===== src/rtl/mips_ctrl_pkg.sv =====
// Shared encodings for the multicycle MIPS control unit:
// opcodes, functs, ALU codes, mux selects and the FSM state type.
package mips_ctrl_pkg;

    localparam logic [5:0] OP_RTYPE = 6'b000000;
    localparam logic [5:0] OP_LW    = 6'b100011;
    localparam logic [5:0] OP_SW    = 6'b101011;
    localparam logic [5:0] OP_BEQ   = 6'b000100;
    localparam logic [5:0] OP_J     = 6'b000010;
    localparam logic [5:0] OP_ADDI  = 6'b001000;

    localparam logic [5:0] FN_ADD = 6'b100000;
    localparam logic [5:0] FN_SUB = 6'b100010;
    localparam logic [5:0] FN_AND = 6'b100100;
    localparam logic [5:0] FN_OR  = 6'b100101;
    localparam logic [5:0] FN_SLT = 6'b101010;

    localparam logic [3:0] ALU_ADD = 4'b0010;
    localparam logic [3:0] ALU_SUB = 4'b0110;
    localparam logic [3:0] ALU_AND = 4'b0000;
    localparam logic [3:0] ALU_OR  = 4'b0001;
    localparam logic [3:0] ALU_SLT = 4'b0111;

    localparam logic [1:0] ALUOP_ADD   = 2'b00;
    localparam logic [1:0] ALUOP_SUB   = 2'b01;
    localparam logic [1:0] ALUOP_FUNCT = 2'b10;

    localparam logic [1:0] SRCB_REGB    = 2'b00;
    localparam logic [1:0] SRCB_FOUR    = 2'b01;
    localparam logic [1:0] SRCB_IMM     = 2'b10;
    localparam logic [1:0] SRCB_IMM_SH2 = 2'b11;

    localparam logic [1:0] PCSRC_ALU    = 2'b00;
    localparam logic [1:0] PCSRC_ALUOUT = 2'b01;
    localparam logic [1:0] PCSRC_JUMP   = 2'b10;

    typedef enum logic [3:0] {
        S_FETCH,
        S_DECODE,
        S_MEM_ADDR,
        S_MEM_RD,
        S_MEM_WB,
        S_MEM_WR,
        S_R_EXEC,
        S_R_WB,
        S_I_EXEC,
        S_I_WB,
        S_BRANCH,
        S_JUMP,
        S_TRAP
    } state_e;

    function automatic logic funct_supported(input logic [5:0] f);
        return (f == FN_ADD) || (f == FN_SUB) || (f == FN_AND) ||
               (f == FN_OR)  || (f == FN_SLT);
    endfunction

    function automatic logic [3:0] funct_to_alu(input logic [5:0] f);
        logic [3:0] c;
        c = ALU_ADD;
        case (f)
            FN_SUB:  c = ALU_SUB;
            FN_AND:  c = ALU_AND;
            FN_OR:   c = ALU_OR;
            FN_SLT:  c = ALU_SLT;
            default: c = ALU_ADD;
        endcase
        return c;
    endfunction

endpackage


===== src/rtl/multicycle_ctrl_alu_decoder.sv =====
// ALU control decoder: maps the FSM's coarse alu_op plus the
// R-type funct field onto the datapath ALU operation code.
module alu_decoder
    import mips_ctrl_pkg::*;
#(
    parameter int ALU_CTRL_W = 4
) (
    input  logic [1:0]            alu_op_i,
    input  logic [5:0]            funct_i,
    output logic [ALU_CTRL_W-1:0] alu_ctrl_o
);

    logic [3:0] code;

    always_comb begin
        code = ALU_ADD;
        unique case (alu_op_i)
            ALUOP_SUB:   code = ALU_SUB;
            ALUOP_FUNCT: code = funct_to_alu(funct_i);
            default:     code = ALU_ADD;
        endcase
    end

    assign alu_ctrl_o = ALU_CTRL_W'(code);

endmodule


===== src/rtl/multicycle_ctrl.sv =====
// Multicycle MIPS control FSM with memory handshake and retire counter.
// Optional CTRL_TRAP_EN: illegal opcode/funct enters a sticky TRAP state.
module multicycle_ctrl
    import mips_ctrl_pkg::*;
#(
    parameter int CNT_W      = 32,
    parameter int ALU_CTRL_W = 4
) (
    input  logic                  clk,
    input  logic                  reset,
    input  logic [5:0]            opcode,
    input  logic [5:0]            funct,
    input  logic                  zero,
    input  logic                  mem_ready,
    output logic                  mem_req,
    output logic                  mem_read,
    output logic                  mem_write,
    output logic                  i_or_d,
    output logic                  ir_write,
    output logic                  pc_write,
    output logic [1:0]            pc_src,
    output logic                  alu_src_a,
    output logic [1:0]            alu_src_b,
    output logic [ALU_CTRL_W-1:0] alu_ctrl,
    output logic                  reg_write,
    output logic                  reg_dst,
    output logic                  mem2reg,
    output logic                  instr_done,
`ifdef CTRL_TRAP_EN
    output logic                  trap,
`endif
    output logic [CNT_W-1:0]      instr_count
);

`ifdef CTRL_TRAP_EN
    localparam logic TrapEn = 1'b1;
`else
    localparam logic TrapEn = 1'b0;
`endif

    state_e           state_q, state_d;
    logic [CNT_W-1:0] cnt_q, cnt_d;

    logic                  req_c, rd_c, wr_c, iord_c;
    logic                  irw_c, pcw_c, sa_c;
    logic [1:0]            pcs_c, sb_c, alu_op_c;
    logic                  rw_c, rdst_c, m2r_c;
    logic                  retire_c, trap_c, alu_kill_c;
    logic [ALU_CTRL_W-1:0] alu_dec;

    alu_decoder #(
        .ALU_CTRL_W (ALU_CTRL_W)
    ) u_alu_dec (
        .alu_op_i   (alu_op_c),
        .funct_i    (funct),
        .alu_ctrl_o (alu_dec)
    );

    always_ff @(posedge clk) begin
        if (!reset) begin
            state_q <= S_FETCH;
            cnt_q   <= '0;
        end else begin
            state_q <= state_d;
            cnt_q   <= cnt_d;
        end
    end

    always_comb begin
        state_d    = state_q;
        req_c      = 1'b0;
        rd_c       = 1'b0;
        wr_c       = 1'b0;
        iord_c     = 1'b0;
        irw_c      = 1'b0;
        pcw_c      = 1'b0;
        pcs_c      = PCSRC_ALU;
        sa_c       = 1'b0;
        sb_c       = SRCB_REGB;
        alu_op_c   = ALUOP_ADD;
        rw_c       = 1'b0;
        rdst_c     = 1'b0;
        m2r_c      = 1'b0;
        retire_c   = 1'b0;
        trap_c     = 1'b0;
        alu_kill_c = 1'b0;
        unique case (state_q)
            S_FETCH: begin
                req_c = 1'b1;
                rd_c  = 1'b1;
                sb_c  = SRCB_FOUR;
                if (mem_ready) begin
                    irw_c   = 1'b1;
                    pcw_c   = 1'b1;
                    state_d = S_DECODE;
                end
            end
            S_DECODE: begin
                sb_c = SRCB_IMM_SH2;
                unique case (opcode)
                    OP_RTYPE: begin
                        if (TrapEn && !funct_supported(funct))
                            state_d = S_TRAP;
                        else
                            state_d = S_R_EXEC;
                    end
                    OP_LW, OP_SW: state_d = S_MEM_ADDR;
                    OP_BEQ:       state_d = S_BRANCH;
                    OP_J:         state_d = S_JUMP;
                    OP_ADDI:      state_d = S_I_EXEC;
                    default: begin
                        // Unknown opcode: trap, or retire as a NOP
                        if (TrapEn) begin
                            state_d = S_TRAP;
                        end else begin
                            retire_c = 1'b1;
                            state_d  = S_FETCH;
                        end
                    end
                endcase
            end
            S_MEM_ADDR: begin
                sa_c    = 1'b1;
                sb_c    = SRCB_IMM;
                state_d = (opcode == OP_LW) ? S_MEM_RD : S_MEM_WR;
            end
            S_MEM_RD: begin
                req_c  = 1'b1;
                rd_c   = 1'b1;
                iord_c = 1'b1;
                if (mem_ready) state_d = S_MEM_WB;
            end
            S_MEM_WB: begin
                rw_c     = 1'b1;
                m2r_c    = 1'b1;
                retire_c = 1'b1;
                state_d  = S_FETCH;
            end
            S_MEM_WR: begin
                req_c  = 1'b1;
                wr_c   = 1'b1;
                iord_c = 1'b1;
                if (mem_ready) begin
                    retire_c = 1'b1;
                    state_d  = S_FETCH;
                end
            end
            S_R_EXEC: begin
                sa_c     = 1'b1;
                sb_c     = SRCB_REGB;
                alu_op_c = ALUOP_FUNCT;
                state_d  = S_R_WB;
            end
            S_R_WB: begin
                rw_c     = 1'b1;
                rdst_c   = 1'b1;
                retire_c = 1'b1;
                state_d  = S_FETCH;
            end
            S_I_EXEC: begin
                sa_c    = 1'b1;
                sb_c    = SRCB_IMM;
                state_d = S_I_WB;
            end
            S_I_WB: begin
                rw_c     = 1'b1;
                retire_c = 1'b1;
                state_d  = S_FETCH;
            end
            S_BRANCH: begin
                sa_c     = 1'b1;
                sb_c     = SRCB_REGB;
                alu_op_c = ALUOP_SUB;
                pcs_c    = PCSRC_ALUOUT;
                pcw_c    = zero;
                retire_c = 1'b1;
                state_d  = S_FETCH;
            end
            S_JUMP: begin
                pcs_c    = PCSRC_JUMP;
                pcw_c    = 1'b1;
                retire_c = 1'b1;
                state_d  = S_FETCH;
            end
            S_TRAP: begin
                trap_c     = 1'b1;
                alu_kill_c = 1'b1;
            end
            default: state_d = S_FETCH;
        endcase
    end

    assign cnt_d = retire_c ? cnt_q + 1'b1 : cnt_q;

    // Reset forces every output low combinationally
    assign mem_req     = reset & req_c;
    assign mem_read    = reset & rd_c;
    assign mem_write   = reset & wr_c;
    assign i_or_d      = reset & iord_c;
    assign ir_write    = reset & irw_c;
    assign pc_write    = reset & pcw_c;
    assign pc_src      = reset ? pcs_c : 2'b00;
    assign alu_src_a   = reset & sa_c;
    assign alu_src_b   = reset ? sb_c : 2'b00;
    assign alu_ctrl    = (reset && !alu_kill_c) ? alu_dec : '0;
    assign reg_write   = reset & rw_c;
    assign reg_dst     = reset & rdst_c;
    assign mem2reg     = reset & m2r_c;
    assign instr_done  = reset & retire_c;
    assign instr_count = reset ? cnt_q : '0;
`ifdef CTRL_TRAP_EN
    assign trap        = reset & trap_c;
`else
    logic unused_trap;
    assign unused_trap = trap_c;
`endif

endmodule


===== config.mk =====
export PLATFORM = sky130hd
export DESIGN_NAME = multicycle_ctrl
export DESIGN_NICKNAME = d
export VERILOG_FILES = /design/src/rtl/mips_ctrl_pkg.sv /design/src/rtl/multicycle_ctrl_alu_decoder.sv /design/src/rtl/multicycle_ctrl.sv
export SDC_FILE = /design/constraint.sdc
export NUM_CORES = 1
export LEC_CHECK = 0
export ABC_AREA = 0
export BUFFER_PORTS_ARGS = -buffer_cell sky130_fd_sc_hd__buf_4
export CORE_ASPECT_RATIO = 1.4
export CORE_MARGIN = 5
export CORE_UTILIZATION = 50
export CTS_BUF_LIST = sky130_fd_sc_hd__clkbuf_4 sky130_fd_sc_hd__clkbuf_8
export CTS_CLUSTER_DIAMETER = 120
export CTS_CLUSTER_SIZE = 40
export DETAILED_ROUTE_END_ITERATION = 8
export PLACE_DENSITY = 0.81
export SETUP_SLACK_MARGIN = 0.2
export SKIP_CTS_REPAIR_TIMING = 1
export SYNTH_ARGS = -nofsm -noshare
export SYNTH_HDL_FRONTEND = slang
export SYNTH_SLANG_ARGS = --single-unit

===== constraint.sdc =====
create_clock -name clk -period 2.2 [get_ports clk]
set_input_delay 0.44 -clock clk [delete_from_list [all_inputs] [get_ports clk]]
set_output_delay 0.44 -clock clk [all_outputs]
set_load 0.02 [all_outputs]

Word-level counts from Yosys, hierarchy flattened

Index checks and enable logic that the tools add are counted.

Output and inout bits: 51
Bits in registers: 36
Logic and storage cells: 84

Mux-type cells: 29
Reductions and logical operators: 14
Add/subtract/negate cells: 1
Bitwise logic cells: 12
Equality and inequality tests: 26

Operators with widths:

| cell                                          | count |
|---|---|
| == test 6 bit, second input constant          | 6 |
| adder 32 x 1 -> 32 bit, second input constant | 1 |
| 2-to-1 mux 32 bit                             | 1 |
| case mux 4 bit (8 select lines)               | 1 |
| == test 4 bit, second input constant          | 5 |
| case mux 4 bit (5 select lines)               | 1 |
| == test 4 x 3 -> 1 bit, second input constant | 4 |
| 2-to-1 mux 4 bit                              | 4 |
| 2-to-1 mux 1 bit                              | 12 |
| case mux 3 bit (4 select lines)               | 1 |
| bitwise AND 1 bit                             | 11 |
| == test 4 x 2 -> 1 bit, second input constant | 2 |
| case mux 2 bit (2 select lines)               | 2 |
| case mux 4 bit (2 select lines)               | 1 |
| OR reduction 2 bit                            | 4 |
| == test 6 x 2 -> 1 bit, second input constant | 1 |
| == test 6 x 3 -> 1 bit, second input constant | 1 |
| == test 6 x 4 -> 1 bit, second input constant | 1 |
| logical NOT 6 bit                             | 1 |
| inequality test 2 bit, second input constant  | 3 |
| case mux 1 bit (3 select lines)               | 2 |
| case mux 2 bit (3 select lines)               | 1 |
| OR reduction 3 bit                            | 2 |
| OR reduction 6 bit                            | 1 |
| 12 further kinds                              | 13 |

Depth between registers and ports, before layout

Word-level depth: 5
Mapped depth: 8
Mapped depth without buffers: 6

Modules after synthesis

From an unflattened synthesis, not the netlist that was laid out.

Cell total of the unflattened synthesis: 346
Area total of the unflattened synthesis: 2,551.2 um^2

Modules (own cells, without submodules):

| module          | sequential area each (um^2) | cells each | area an instance (um^2) | times used |
|---|---|---|---|---|
| multicycle_ctrl | 720.7                       | 329        | 2,421.1                 | 1 |
| alu_decoder     | 0.0                         | 17         | 130.1                   | 1 |

Worst setup path before layout

OpenSTA, ideal clock, no wires.

Path type: register -> output
From: reg state_q[2]
To: out alu_ctrl[0]
Slack: -0.334 ns
Data arrival time: 2.094 ns
Stages on the path, launching flop included: 8
Required time: 1.760 ns
Path through: dfxtp_1 > buf_2 > buf_1 > nand2_1 > nor3_1 > ha_1 > or2_2 > nor3_1

Word-level cells in the longest chain between the ends: 5
Elaborated cells on any way between the ends: 11

Ends and longest elaborated chain:

| what                                                                        | RTL line                                                  | source |
|---|---|---|
| start, declared                                                             | multicycle_ctrl.sv:41                                     | `state_e state_q, state_d;` |
| start signal, assigned                                                      | multicycle_ctrl.sv:64                                     | `state_q <= state_d;` |
| == test 4 bit / == test 4 x 3 -> 1 bit (equally long branches)              | multicycle_ctrl.sv:87                                     | `unique case (state_q)` |
| case mux 2 bit (2 select lines) / 2-to-1 mux 1 bit (equally long branches)  | multicycle_ctrl.sv:87                                     |  |
| == test 2 bit, or another cell as far along                                 | multicycle_ctrl_alu_decoder.sv:17                         | `unique case (alu_op_i)` |
| case mux 4 bit (2 select lines) / logical AND 1 bit (equally long branches) | multicycle_ctrl_alu_decoder.sv:17, multicycle_ctrl.sv:205 |  |
| 2-to-1 mux 4 bit *                                                          | multicycle_ctrl.sv:205                                    | `assign alu_ctrl = (reset && !alu_kill_c) ? alu_dec : '0;` |
| end, declared                                                               | multicycle_ctrl.sv:24                                     | `output logic [ALU_CTRL_W-1:0] alu_ctrl,` |

Mark *: on every way between the ends. The rest lies on a longest branch, timed or not.

Final worst setup path

From: reg state_q[1]
To: out alu_ctrl[0]

Same word-level chain as after synthesis.

==> flow_summary.yaml <==
clock_tree:
  cts_buffers: 5
  cts_tree: "yes"
  cts.clk_slew.worst_paths_ns: 0.07
  clockBufferDepth: 2
  clk_latency_ns: 0.29
  htree_levels: 2
  cts_sinks: 36
  root_buffer: "clkbuf_8"
die:
  die_area_um2: 6720
  die_y_um: 95.0
  fp.coreArea_um2: 5080
  start_util_pct: 50.8
  die_x_um: 70.7
  fp-row-count: 31
  pin_count: 67
layout:
  drive_gt1_share_pct: 39.1
  nNetsFinal: 461
  stdcell_count: 508
  area_growth_pct: 49.9
  diodes: 0
status:
  status: "complete, but fails checks"
  violations: "setup timing"
synth:
  synthDistinctLibCells: 54
  ys_seq_area_share_pct: 27.9
  syn-instance-count: 353
  synth.net_count: 372
  synth_edf_count: 0
  ys_async_sr_fraction_pct: 0
  synth_warnings: 0
  synth_ff_type: "dfxtp_1"
  synth_seq_cells: 36
  syn_avg_cell_area_um2: 7.32
  syn_area_um2: 2580
power:
  p_clk_share_pct: 34.4
  power_frac_comb_pct: 21.6
  switching_share_pct: 28.5
  internal_power_uw: 1080
  p_seq_share_pct: 44.0
  max-vdd-ir-drop_mv: 0.328
  p_sw_uw: 430
  powerDensity_nw_per_um2: 390
  power.leakage_uw: 0.00155
placed_design:
  dp_cells: 488
  dp_slack_ns: -0.0269
  hpwl_um: 5780
  gp_congestion: 0.912
  port_buffers: 65
worst_setup_path:
  cp.arrival_ns: 1.80
  crit_path_start_kind: "flop"
  reg2reg_from: "state_q[2]"
  critPathRequiredTime_ns: 1.76
  crit_start: "state_q[1]"
  crit_type: "flop to output port"
  rrSetupSlack_ns: 0.02
  reg2regPathDepth: 6
  crit_path_end: "alu_ctrl[0]"
  critPathMaxFanout: 8
  end_kind: "output port"
  r2r_end: "cnt_q[8]"
grt:
  grt_pass1_wl_um: 12900
  first_global_vias: 2933
  antenna_found_initial: 0
  use_met3_pct: 4.54
  use_met1_pct: 25.0
  gr-usage-all-layers_pct: 23.0
  grt_max_degree: 26
  grt.busiest_layer: "met2"
  grt_use_met2_pct: 43.1
  grt_overflow: 0
run:
  drv_cap: 0
timing:
  max_slew_margin_pct: 49.1
  hold_viol: 0
  fin_crit_ns: 2.24
  setup_slack_ns: -0.0406
  slew_violations: 0
  fmax_mhz: 446
  worst_pin_slew_ns: 0.762
  period_share_pct: 102
  finalClockSkew_ns: 0.00327
  setup_viol: 3
  rsz0062_at_grt: "true"
route:
  drt_drc_violations_left: 0
  firstDrtPassIters: 5
  wire_per_inst_um: 17.9
  route.final.wire_length_um: 9070
  drt_iter0_drc: 186
  num_vias: 3144
  ant_nets: 0
  viasPerCell: 6.19
worst_hold_path:
  worstHoldPathType: "input pin to flop"
  min_from: "mem_ready"
synthesized netlist by cell type (3+ instances only):
library cell	n	area share [%]
mux2_1	9	3.9
dfxtp_1	36	28
a32oi_1	3	1.0
or4_1	6	1.7
or3_1	9	2.2
o31ai_1	8	2.3
nor4_1	3	0.73
o21ai_0	9	1.7
and4_1	4	1.4
o21ai_1	4	0.78
or2_2	3	0.73
and2_1	28	6.8
nor3_1	17	3.3
clkbuf_1	13	1.9
nand4_1	11	2.7
and3_1	9	2.2
nand2b_1	10	2.4
o22ai_1	3	0.73
ha_1	3	1.5
nor2b_1	4	0.97
nor2_1	41	6.0
o2111ai_1	3	1.0
a21oi_1	28	5.4
buf_1	3	0.44
inv_1	15	2.2
buf_2	5	0.97
nand2_1	13	1.9
nand3_1	20	3.9
per-layer routing:
metal | vias to the layer above | routed length, um | part of all wire [%]
met5 | - | 0 | 0
met1 | 1498 | 3290 | 36
met3 | 44 | 591 | 6.5
met4 | 0 | 437 | 4.8
met2 | 138 | 4750 | 52
li1 | 1464 | - | -
registers in the layout, indices dropped and copies added, names as in the netlist:
| signal | cells |
|---|---|
| state_q | 4 |
| cnt_q | 32 |
power by group through the flow:
stage | clock [uW] | sequential [uW] | combinational (uW)
finish | 520 | 665 | 326
global route | 550 | 665 | 349
CTS | 531 | 667 | 240
detailed placement | 0 | 683 | 239
global placement | 0 | 683 | 235
floorplan | 0 | 678 | 165
layout make-up:
cell class / count / area [um2]
inverter: 15 / 56.3
fill: 382 / 1210
clock buffer: 7 / 96.3
multi-input combinational: 278 / 2030
sequential: 36 / 737
timing repair buffer: 106 / 872
tap: 66 / 82.6
logic make-up after synthesis:
logic type,after synthesis,synth area share [%]
DFF,36,27.9
other,1,0.145
xor gates and xnor gates,4,1.36
and+or+nand+nor,184,39.1
adders and majority gates,3,1.45
muxes,10,4.31
buffers and inverters,39,6.49
AOI/OAI and AO/OA,76,19.2
worst max-delay path, stage by stage, from the launching register on:
cell	delay [ns]
dfxtp_4	0.43
buf_4	0.16
nand2b_4	0.13
buf_4	0.15
o21ai_1	0.09
or2_4	0.29
nor3_4	0.13
buf_6	0.14
through the flow:
stage	utilization, %	power, uW	hold WS [ns]	TNS, ns	area (um2)
3_3_place_gp	65.8	917	0.446	0	3340
6_report	76.2	1510	0.464	-0.0496	3870
5_1_grt	76.2	1560	0.459	-0.586	3870
2_1_floorplan	-	842	0.438	0	2720
3_5_place_dp	65.8	922	0.462	-0.0812	3340
4_1_cts	67.7	1440	0.446	-0.929	3440
cells in the final DEF, fill, tap and decap left out, types with 4 or more instances in the layout:
master	Yosys	layout
a21oi_1	28	22
a21oi_2	0	5
and2_1	28	27
and3_1	9	9
and4_1	4	4
buf_4	2	94
buf_6	1	9
clkbuf_8	0	7
dfxtp_1	36	29
dfxtp_2	0	4
inv_1	15	14
mux2_1	9	7
nand2_1	13	12
nand2b_1	10	6
nand2b_4	0	4
nand3_1	20	17
nand4_1	11	11
nor2_1	41	35
nor3_1	17	11
nor3_4	0	4
o21ai_0	9	8
o21ai_1	4	5
o31ai_1	8	8
or3_1	9	8
how the worst min path moves through the flow:
stage                 end  slack, ns  cells after the start
6_report       state_q[0]       0.46                      3
3_5_place_dp    cnt_q[29]       0.46                      2
5_1_grt        state_q[0]       0.46                      3
3_3_place_gp    cnt_q[29]       0.45                      2
4_1_cts        state_q[0]       0.45                      3
2_1_floorplan   cnt_q[29]       0.44                      2
(Power assumes the default switching activity.)
